**src/rtl/scr1_rst_seq_pkg.sv**
```systemverilog
// Shared types and defaults for the reset sequencer.
package scr1_rst_seq_pkg;

    localparam int SCR1_RST_SEQ_DOMAINS = 3;
    localparam int SCR1_RST_SEQ_HOLD    = 16;
    localparam int SCR1_RST_SEQ_GAP     = 4;
    localparam int SCR1_RST_SEQ_TIMEOUT = 256;

    typedef enum logic [2:0] {
        SCR1_RST_SEQ_IDLE,
        SCR1_RST_SEQ_ASSERT,
        SCR1_RST_SEQ_HOLD_ST,
        SCR1_RST_SEQ_RELEASE,
        SCR1_RST_SEQ_GAP_ST,
        SCR1_RST_SEQ_DONE,
        SCR1_RST_SEQ_ERROR
    } type_scr1_rst_seq_fsm_e;

    // Width needed to index n items, never below one bit
    function automatic int scr1_rst_seq_idx_w(input int n);
        return (n > 1) ? $clog2(n) : 1;
    endfunction

endpackage

```
**src/rtl/scr1_rst_seq_cnt.sv**
```systemverilog
// Loadable saturating down-counter with zero flag.
module scr1_rst_seq_cnt #(
    parameter int             W       = 4,
    parameter logic [W-1:0]   RST_VAL = '0
) (
    input  logic         clk,
    input  logic         rst,
    input  logic         load_i,
    input  logic [W-1:0] val_i,
    input  logic         dec_i,
    output logic         zero_o
);

    logic [W-1:0] cnt_q;
    logic [W-1:0] cnt_d;

    always_comb begin
        cnt_d = cnt_q;
        if (load_i) begin
            cnt_d = val_i;
        end else if (dec_i && (cnt_q != '0)) begin
            cnt_d = cnt_q - W'(1);
        end
    end

    always_ff @(posedge clk) begin
        if (rst) begin
            cnt_q <= RST_VAL;
        end else begin
            cnt_q <= cnt_d;
        end
    end

    assign zero_o = (cnt_q == '0);

endmodule

```
**src/rtl/scr1_reset_seq_ctrl.sv**
```systemverilog
// Ordered multi-domain reset sequencer; optional status watchdog
// enabled by SCR1_RST_SEQ_TIMEOUT_EN.
module scr1_reset_seq_ctrl
    import scr1_rst_seq_pkg::*;
#(
    parameter int DOMAINS        = SCR1_RST_SEQ_DOMAINS,
    parameter int HOLD_CYCLES    = SCR1_RST_SEQ_HOLD,
    parameter int GAP_CYCLES     = SCR1_RST_SEQ_GAP,
    parameter int TIMEOUT_CYCLES = SCR1_RST_SEQ_TIMEOUT,
    localparam int IDX_W         = scr1_rst_seq_idx_w(DOMAINS)
) (
    input  logic               clk,
    input  logic               rst,
    input  logic               sw_rst_req,
    output logic               sw_rst_ready,
    input  logic [DOMAINS-1:0] rst_status_n,
    output logic [DOMAINS-1:0] rst_req_n,
    output logic               seq_busy,
    output logic               seq_done,
    output logic               seq_err,
    output logic [IDX_W-1:0]   err_domain
);

    localparam int CNT_MAX = (HOLD_CYCLES > GAP_CYCLES + 1) ?
                             HOLD_CYCLES : GAP_CYCLES + 1;
    localparam int CNT_W   = scr1_rst_seq_idx_w(CNT_MAX);

    type_scr1_rst_seq_fsm_e state_q, state_d;
    logic [IDX_W-1:0]   idx_q, idx_d;
    logic [DOMAINS-1:0] req_q, req_d;
    logic               rdy_q, rdy_d;
    logic               busy_q, busy_d;
    logic               done_q, done_d;
    logic               accept;
    logic               last;
    logic               cnt_load;
    logic [CNT_W-1:0]   cnt_val;
    logic               cnt_zero;
    logic               tmo_zero;

    assign accept = sw_rst_req & rdy_q;
    assign last   = (idx_q == IDX_W'(DOMAINS - 1));

    // HOLD loads one less so that HOLD lasts exactly HOLD_CYCLES
    scr1_rst_seq_cnt #(
        .W       (CNT_W),
        .RST_VAL (CNT_W'(HOLD_CYCLES - 1))
    ) u_wait_cnt (
        .clk    (clk),
        .rst    (rst),
        .load_i (cnt_load),
        .val_i  (cnt_val),
        .dec_i  (1'b1),
        .zero_o (cnt_zero)
    );

    always_ff @(posedge clk) begin
        if (rst) begin
            state_q <= SCR1_RST_SEQ_HOLD_ST;
            idx_q   <= '0;
            req_q   <= '0;
            rdy_q   <= 1'b0;
            busy_q  <= 1'b1;
            done_q  <= 1'b0;
        end else begin
            state_q <= state_d;
            idx_q   <= idx_d;
            req_q   <= req_d;
            rdy_q   <= rdy_d;
            busy_q  <= busy_d;
            done_q  <= done_d;
        end
    end

    always_comb begin
        state_d  = state_q;
        idx_d    = idx_q;
        req_d    = req_q;
        cnt_load = 1'b0;
        cnt_val  = CNT_W'(HOLD_CYCLES - 1);
        unique case (state_q)
            SCR1_RST_SEQ_IDLE: begin
                req_d = '1;
                if (accept) begin
                    req_d   = '0;
                    state_d = SCR1_RST_SEQ_ASSERT;
                end
            end
            SCR1_RST_SEQ_ASSERT: begin
                if (rst_status_n == '0) begin
                    cnt_load = 1'b1;
                    state_d  = SCR1_RST_SEQ_HOLD_ST;
                end else if (tmo_zero) begin
                    state_d = SCR1_RST_SEQ_ERROR;
                end
            end
            SCR1_RST_SEQ_HOLD_ST: begin
                if (cnt_zero) begin
                    req_d[0] = 1'b1;
                    idx_d    = '0;
                    state_d  = SCR1_RST_SEQ_RELEASE;
                end
            end
            SCR1_RST_SEQ_RELEASE: begin
                if (rst_status_n[idx_q]) begin
                    if (last) begin
                        state_d = SCR1_RST_SEQ_DONE;
                    end else begin
                        cnt_load = 1'b1;
                        cnt_val  = CNT_W'(GAP_CYCLES);
                        state_d  = SCR1_RST_SEQ_GAP_ST;
                    end
                end else if (tmo_zero) begin
                    req_d   = '0;
                    state_d = SCR1_RST_SEQ_ERROR;
                end
            end
            SCR1_RST_SEQ_GAP_ST: begin
                if (cnt_zero) begin
                    idx_d   = idx_q + IDX_W'(1);
                    req_d   = req_q | (DOMAINS'(1) << idx_d);
                    state_d = SCR1_RST_SEQ_RELEASE;
                end
            end
            SCR1_RST_SEQ_DONE: begin
                state_d = SCR1_RST_SEQ_IDLE;
            end
            SCR1_RST_SEQ_ERROR: begin
                req_d = '0;
                if (accept) begin
                    state_d = SCR1_RST_SEQ_ASSERT;
                end
            end
            default: begin
                state_d = SCR1_RST_SEQ_IDLE;
            end
        endcase
    end

    // Handshake/status flags are decoded from the next state and registered
    always_comb begin
        rdy_d  = (state_d == SCR1_RST_SEQ_IDLE) ||
                 (state_d == SCR1_RST_SEQ_ERROR);
        busy_d = !rdy_d;
        done_d = (state_d == SCR1_RST_SEQ_DONE);
    end

    assign sw_rst_ready = rdy_q;
    assign rst_req_n    = req_q;
    assign seq_busy     = busy_q;
    assign seq_done     = done_q;

`ifdef SCR1_RST_SEQ_TIMEOUT_EN
    localparam int TMO_W = scr1_rst_seq_idx_w(TIMEOUT_CYCLES);

    logic             tmo_load;
    logic             tmo_dec;
    logic             err_q;
    logic [IDX_W-1:0] edom_q;
    logic [IDX_W-1:0] hi_idx;

    assign tmo_load = (state_d != state_q);
    assign tmo_dec  = (state_q == SCR1_RST_SEQ_ASSERT) ||
                      (state_q == SCR1_RST_SEQ_RELEASE);

    scr1_rst_seq_cnt #(
        .W       (TMO_W),
        .RST_VAL (TMO_W'(TIMEOUT_CYCLES - 1))
    ) u_tmo_cnt (
        .clk    (clk),
        .rst    (rst),
        .load_i (tmo_load),
        .val_i  (TMO_W'(TIMEOUT_CYCLES - 1)),
        .dec_i  (tmo_dec),
        .zero_o (tmo_zero)
    );

    always_comb begin
        hi_idx = '0;
        for (int i = DOMAINS - 1; i >= 0; i--) begin
            if (rst_status_n[i]) begin
                hi_idx = IDX_W'(i);
            end
        end
    end

    always_ff @(posedge clk) begin
        if (rst) begin
            err_q  <= 1'b0;
            edom_q <= '0;
        end else if ((state_d == SCR1_RST_SEQ_ERROR) &&
                     (state_q != SCR1_RST_SEQ_ERROR)) begin
            err_q  <= 1'b1;
            edom_q <= (state_q == SCR1_RST_SEQ_ASSERT) ? hi_idx : idx_q;
        end else if (accept) begin
            err_q  <= 1'b0;
            edom_q <= '0;
        end
    end

    assign seq_err    = err_q;
    assign err_domain = edom_q;
`else
    assign tmo_zero   = 1'b0;
    assign seq_err    = 1'b0;
    assign err_domain = '0;
`endif

endmodule
```
**config.mk**
```make
export PLATFORM = sky130hd
export DESIGN_NAME = scr1_reset_seq_ctrl
export DESIGN_NICKNAME = d
export VERILOG_FILES = /design/src/rtl/scr1_rst_seq_pkg.sv /design/src/rtl/scr1_rst_seq_cnt.sv /design/src/rtl/scr1_reset_seq_ctrl.sv
export SDC_FILE = /design/constraint.sdc
export NUM_CORES = 1
export LEC_CHECK = 0
export ABC_AREA = 0
export BUFFER_PORTS_ARGS = -buffer_cell sky130_fd_sc_hd__buf_2
export CAP_MARGIN = 40
export CORE_MARGIN = 2
export CORE_UTILIZATION = 25
export DETAILED_ROUTE_END_ITERATION = 10
export GPL_ROUTABILITY_DRIVEN = 1
export PLACE_DENSITY = 0.5
export SLEW_MARGIN = 5
export SYNTH_ARGS = -nofsm -noshare
export SYNTH_HDL_FRONTEND = slang
export SYNTH_HIERARCHICAL = 1
export SYNTH_SLANG_ARGS = --single-unit
```
**constraint.sdc**
```tcl
create_clock -name clk -period 5.2 [get_ports clk]
set_input_delay 1.3 -clock clk [delete_from_list [all_inputs] [get_ports clk]]
set_output_delay 1.3 -clock clk [all_outputs]
set_load 0.05 [all_outputs]
```
==> results of run 1 <==
-- power by group --
part           switching [W]  leakage, nW  internal [W]
registers         0.00000134        0.121      0.000116
logic              0.0000126        0.307    0.00000604
clock network      0.0000386       0.0228     0.0000542
-- final cells by class --
class	count	area share, %
Tap cell	48	5.23
Sequential cell	15	26.2
Inverter	8	2.62
Multi-Input combinational cell	88	57.3
Timing Repair Buffer	11	4.80
Clock buffer	4	3.93
-- critical path, cell delays in order --
cell      delay, ns
buf_2          0.12
or4_4          0.52
o21ai_1        0.59
nor3_1         0.12
a311oi_1       0.31
-- flip-flops by register name (all words and copies together) (netlist names) --
signal and cells:
state_q 3, idx_q 2, rst_req_n 3, u_wait_cnt/cnt_q 4
sw_rst_ready 1, seq_busy 1, seq_done 1
-- routing by layer --
layer / share of wire (%) / wire length [um] / up-vias / global-route usage [%]
met1: 50 / 970 / 371 / 12.6
li1: - / - / 421 / -
met3: 4.3 / 83 / 2 / 3.67
met4: 0.31 / 6 / 0 / 1.53
met2: 46 / 889 / 14 / 15.6
met5: 0 / 0 / - / 0
-- worst min path at each step --
stage                                      from  cells past startpoint                               end
2_1_floorplan  u_wait_cnt/cnt_q[3]$_SDFFE_PP1P_                      2  u_wait_cnt/cnt_q[3]$_SDFFE_PP1P_
3_3_place_gp          rst_req_n[0]$_SDFFE_PP0P_                      1         rst_req_n[0]$_SDFFE_PP0P_
3_5_place_dp          rst_req_n[1]$_SDFFE_PP0P_                      1         rst_req_n[1]$_SDFFE_PP0P_
4_1_cts               rst_req_n[0]$_SDFFE_PP0P_                      1         rst_req_n[0]$_SDFFE_PP0P_
5_1_grt               rst_req_n[2]$_SDFFE_PP0P_                      1         rst_req_n[2]$_SDFFE_PP0P_
6_report              rst_req_n[0]$_SDFFE_PP0P_                      1         rst_req_n[0]$_SDFFE_PP0P_
-- logic make-up (layout without fill, tap and decap cells) --
| kind of cell | Yosys count | after routing | synth area share (%) |
|---|---|---|---|
| compound gates | 34 | 34 | 28.8 |
| simple gates | 34 | 34 | 22.3 |
| buf+inv | 16 | 23 | 7.52 |
| flops | 15 | 15 | 30.1 |
| fa+ha+maj | 5 | 5 | 6.27 |
| mux | 3 | 3 | 3.38 |
| other cells | 2 | 11 | 0.752 |
| xor+xnor | 1 | 1 | 0.877 |
-- cells in the mapped netlist, types with 2 or more instances --
master,count,area (sq um)
ha_1,5,62.6
buf_2,3,15.0
inv_1,8,30.0
nor3_1,3,15.0
clkbuf_1,2,7.51
buf_4,3,22.5
nand4bb_1,2,22.5
o21a_1,5,37.5
nor2b_1,2,12.5
nor3b_1,2,15.0
nand2_1,3,11.3
nand2b_1,3,18.8
a211o_1,2,17.5
a311oi_1,2,17.5
nor2_1,7,26.3
conb_1,2,7.51
dfxtp_1,15,300
a21oi_1,10,50.1
mux2_2,3,33.8
-- through the flow --
step | power (W) | cell area (sq um) | setup WS (ns) | std cells
detailed placement | 0.000139 | 1100 | 2.14 | 170
CTS | 0.000235 | 1150 | 2.40 | 174
global route | 0.000242 | 1150 | 2.27 | 174
finish | 0.000229 | 1150 | 2.40 | 174
global placement | 0.000138 | 1100 | 2.21 | 170
floorplan | 0.000135 | 1030 | 2.48 | 119
==> flow_metrics.env, run 1 <==
export IMPL_outcome="finished, final reports clean"
export IMPL_post_cts_resized=0
export IMPL_grt_util_all_layers_pct=9.69
export IMPL_area_growth_pct=14.9
export IMPL_synthArstFlopShare_pct=0
export IMPL_gp_congestion=0.839
export IMPL_maxSlewViolCount=0
export IMPL_critPathMaxFanout=10
export IMPL_worst_pin_slew_ns=0.718
export IMPL_worstPathArrival_ns=2.95
export IMPL_grt_pass1_wl_um=3390
export IMPL_cp_startpoint="rst_status_n[0]"
export IMPL_finalClockSkew_ns=0.000911
export IMPL_nFillCells=408
export IMPL_postCtsHoldBufs=0
export IMPL_tns_ns=0
export IMPL_syn_cell_area_sq_um=998
export IMPL_r2r_slack_ns=2.87
export IMPL_root_buffer="clkbuf_8"
export IMPL_cts_tree="yes"
export IMPL_finalHoldWorstSlack_ns=0.464
export IMPL_drt_wl_total_um=1950
export IMPL_dieHeight_um=67.2
export IMPL_rsz0062_at_grt="false"
export IMPL_clock_sinks=15
export IMPL_drtAntennaViolNets=0
export IMPL_leakagePower_nw=0.451
export IMPL_r2r_end="u_wait_cnt/cnt_q[0]$_SDFFE_PP1P_"
export IMPL_cts_buffers=3
export IMPL_hold_violations=0
export IMPL_drtIter0Drc=38
export IMPL_finalCritPeriodShare_pct=53.8
export IMPL_postSynthAreaPerCell_sq_um=9.08
export IMPL_vdd_drop_max_mv=0.136
export IMPL_dieArea_sq_mm=0.00452
export IMPL_seq_area_frac_synth_pct=30.1
export IMPL_pin_count=15
export IMPL_final_util_pct=30.6
export IMPL_diodes=0
export IMPL_routedWlPerCell_um=11.2
export IMPL_cp_end_kind="flip-flop"
export IMPL_finalSetupViolations=0
export IMPL_cts_max_level=1
export IMPL_final_common_cell="dfxtp_1"
export IMPL_required_ns=5.35
export IMPL_insertion_delay_ns=0.24
export IMPL_ys_warn_count=6
export IMPL_antenna_found_initial=0
export IMPL_dp_hpwl_um=1500
export IMPL_cellPowerDensity_mw_per_mm2=200
export IMPL_yosysUniqueCellTypes=47
export IMPL_maxCapViolCount=0
export IMPL_start_util_pct=26.7
export IMPL_cts_buffer_depth=2
export IMPL_endpoint="u_wait_cnt/cnt_q[0]$_SDFFE_PP1P_"
export IMPL_min_path_type="flip-flop to flip-flop"
export IMPL_fp_dieW_um=67.2
export IMPL_seq_area_sq_um=300
export IMPL_nets=138
export IMPL_r2r_start="idx_q[0]$_SDFFE_PP0P_"
export IMPL_slew_headroom_pct=51.8
export IMPL_port_buffers=11
export IMPL_grt_remaining_overflow=0
export IMPL_reg2reg_depth=7
export IMPL_path_class="input port to flip-flop"
export IMPL_cts_clk_slew_worst_paths_ns=0.06
export IMPL_cts_setup_buffers=0
export IMPL_grt_max_degree=17
export IMPL_synth_edf_count=0
export IMPL_startpoint_type="input port"
export IMPL_fin_crit_ns=2.80
export IMPL_num_rows=22
export IMPL_grt_pass1_vias=752
export IMPL_synth_seq_cells=15
export IMPL_drc=0
export IMPL_drt_vias_per_instance=4.64
export IMPL_via_count=808
export IMPL_drt_first_pass_iters=4
export IMPL_layout_common_cells="dfxtp_1 (15), conb_1 (11), buf_2 (11), a21oi_1 (10), inv_1 (8)"
export IMPL_drive_gt1_share_pct=23.0
export IMPL_synthCells=110
export IMPL_fmax_mhz=357
export IMPL_core_sq_mm=0.00374
export IMPL_synth_main_ff_cell="dfxtp_1"
export IMPL_multiInputGateArea_sq_um=657
Power figures use the tool's default switching activity.
==> run 2, diff against run 1 <==
==> constraint.sdc (replaced) <==
create_clock -name clk -period 2.58 [get_ports clk]
set_input_delay 0.645 -clock clk [delete_from_list [all_inputs] [get_ports clk]]
set_output_delay 0.645 -clock clk [all_outputs]
set_load 0.05 [all_outputs]
==> run 2 against run 1 <==
Clock skew increased by 0.0028 ns. Via count increased by 5.2%. Final cell count increased by 2.3%. Largest power group unchanged. Highest routed layer is now met3.
==> flow_metrics.env, run 2 (synthesis gave the netlist of run 1 again) <==
export IMPL_grt_remaining_overflow=0
export IMPL_via_count=850
export IMPL_total_power_w=0.000463
export IMPL_grt_util_all_layers_pct=9.92
export IMPL_hold_violations=0
export IMPL_holdCritStartpoint="rst_req_n[1]$_SDFFE_PP0P_"
export IMPL_hold_end="rst_req_n[1]$_SDFFE_PP0P_"
export IMPL_worstPathArrival_ns=2.47
export IMPL_cts_clk_slew_worst_paths_ns=0.06
export IMPL_cts_tree="yes"
export IMPL_p_sw_w=0.000109
export IMPL_min_path_type="flip-flop to flip-flop"
export IMPL_drt_vias_per_instance=4.78
export IMPL_dieArea_sq_mm=0.00452
export IMPL_finalSetupViolations=0
export IMPL_area_growth_pct=18.0
export IMPL_critPathMaxFanout=10
export IMPL_insertion_delay_ns=0.24
export IMPL_cts_buffers=3
export IMPL_r2r_slack_ns=0.27
export IMPL_outcome="finished, final reports clean"
export IMPL_cts_max_level=1
export IMPL_vdd_drop_max_mv=0.230
export IMPL_leakagePower_nw=0.474
export IMPL_slowest_stage="dfxtp_1"
export IMPL_dieHeight_um=67.2
export IMPL_cp_end_kind="flip-flop"
export IMPL_fp_dieW_um=67.2
export IMPL_hold_depth=1
export IMPL_finalCritPeriodShare_pct=89.6
export IMPL_slew_headroom_pct=50.1
export IMPL_finalClockSkew_ns=0.00372
export IMPL_core_sq_mm=0.00374
export IMPL_maxCapViolCount=0
export IMPL_grt_util_met3_pct=3.83
export IMPL_drtIter0Drc=23
export IMPL_gp_congestion=0.802
export IMPL_routedWlPerCell_um=11.5
export IMPL_num_rows=22
export IMPL_busiest_layer="met2"
export IMPL_cts_setup_buffers=0
export IMPL_r2r_start="idx_q[0]$_SDFFE_PP0P_"
export IMPL_r2r_end="u_wait_cnt/cnt_q[0]$_SDFFE_PP1P_"
export IMPL_startpoint_type="flip-flop"
export IMPL_port_buffers=11
export IMPL_nets=142
export IMPL_maxSlewViolCount=0
export IMPL_drtAntennaViolNets=0
export IMPL_required_ns=2.74
export IMPL_p_sw_share_pct=23.5
export IMPL_p_seq_share_pct=51.3
export IMPL_drt_first_pass_iters=2
export IMPL_diodes=0
export IMPL_cts_buffer_depth=2
export IMPL_postCtsHoldBufs=0
export IMPL_pin_count=15
export IMPL_worst_pin_slew_ns=0.744
export IMPL_critical_path_max_stage_delay_ns=0.45
export IMPL_grt_max_degree=15
export IMPL_start_util_pct=26.7
export IMPL_intPower_w=0.000354
export IMPL_pwr_share_comb_pct=8.4
export IMPL_placed_area_sq_mm=0.00113
export IMPL_largest_register="u_wait_cnt/cnt_q"
export IMPL_path_class="flip-flop to flip-flop"
export IMPL_root_buffer="clkbuf_8"
export IMPL_met2_usage_pct=18.1
export IMPL_clock_sinks=15
export IMPL_clkPwrFrac_pct=40.3
export IMPL_drt_wl_total_um=2050
export IMPL_reg2reg_depth=7
export IMPL_antenna_found_initial=0
export IMPL_drive_gt1_share_pct=26.2
export IMPL_rsz0062_at_grt="false"
export IMPL_grt_pass1_wl_um=3490
export IMPL_cellPowerDensity_mw_per_mm2=393
export IMPL_final_area_sq_mm=0.00118
export IMPL_grt_pass1_vias=834
export IMPL_gr_usage_met1_pct=11.5
export IMPL_dp_hpwl_um=1620
export IMPL_tns_ns=0
export IMPL_largest_register_ffs=4
export IMPL_final_common_cell="dfxtp_1"
export IMPL_post_cts_resized=0
export IMPL_critical_path_cell_chain="inv_1, ha_1, nand2b_1, or3_1, o21ai_1, nor3_1, a311oi_1"
export IMPL_fin_crit_ns=2.31
export IMPL_fmax_mhz=433
export IMPL_layout_common_cells="dfxtp_1 (15), conb_1 (11), buf_2 (11), a21oi_1 (10), inv_1 (8)"
export IMPL_drc=0
## run 2: cell count changes in the layout (fill, tap and decap cells not counted)
cell | previous run | this run
buf_4 | 0 | 4
clkbuf_1 | 1 | 0
clkinv_2 | 0 | 1
## run 2: final cells by class
cell class | instances | area (sq um)
clock buffer | 3 | 41.3
sequential | 15 | 300
tap | 48 | 60.1
clock inverter | 1 | 5.00
inverter | 8 | 30.0
timing repair buffer | 15 | 85.1
fill | 415 | 2560
multi-input combinational | 88 | 657
## run 2: layer usage
layer,vias up,part of all wire [%]
met3,0,3.0
met1,412,48
met5,-,0
met2,9,49
met4,0,0
li1,429,-
## run 2: power groups by stage
stage                     registers [W]  clock network, W  logic (W)
after floorplan                0.000242                 0  0.0000310
after global placement         0.000242                 0  0.0000378
after detailed placement       0.000242                 0  0.0000387
after CTS                      0.000237          0.000196  0.0000390
after global routing           0.000238          0.000209  0.0000429
final                          0.000237          0.000187  0.0000389
## run 2: how the worst max path moves through the flow
stage,startpoint,end,slack [ns],depth (start not counted)
finish,idx_q[0]$_SDFFE_PP0P_,u_wait_cnt/cnt_q[0]$_SDFFE_PP1P_,0.27,7
global route,idx_q[0]$_SDFFE_PP0P_,u_wait_cnt/cnt_q[0]$_SDFFE_PP1P_,0.03,7
CTS,idx_q[0]$_SDFFE_PP0P_,u_wait_cnt/cnt_q[0]$_SDFFE_PP1P_,0.25,7
detailed placement,rst_status_n[0],u_wait_cnt/cnt_q[2]$_SDFFE_PP1P_,0.17,5
global placement,rst_status_n[0],u_wait_cnt/cnt_q[2]$_SDFFE_PP1P_,0.24,5
floorplan,idx_q[0]$_SDFFE_PP0P_,u_wait_cnt/cnt_q[2]$_SDFFE_PP1P_,0.51,8
## run 2: critical path: cells and delay by family, from the launching register on
kind                       cells  cell delay [ns]
and+or+nand+nor                3             0.70
adders and majority gates      1             0.21
DFF                            1             0.45
AOI/OAI and AO/OA              2             0.71
buffers and inverters          1             0.14
## run 2: through the flow
step	hold WS [ns]	setup WS, ns	instances	util [%]
floorplan	0.532	0.508	119	-
CTS	0.479	0.253	178	31.5
global route	0.496	0.0271	178	31.5
detailed placement	0.464	0.169	174	30.2
finish	0.473	0.270	178	31.5
global placement	0.457	0.243	174	30.2
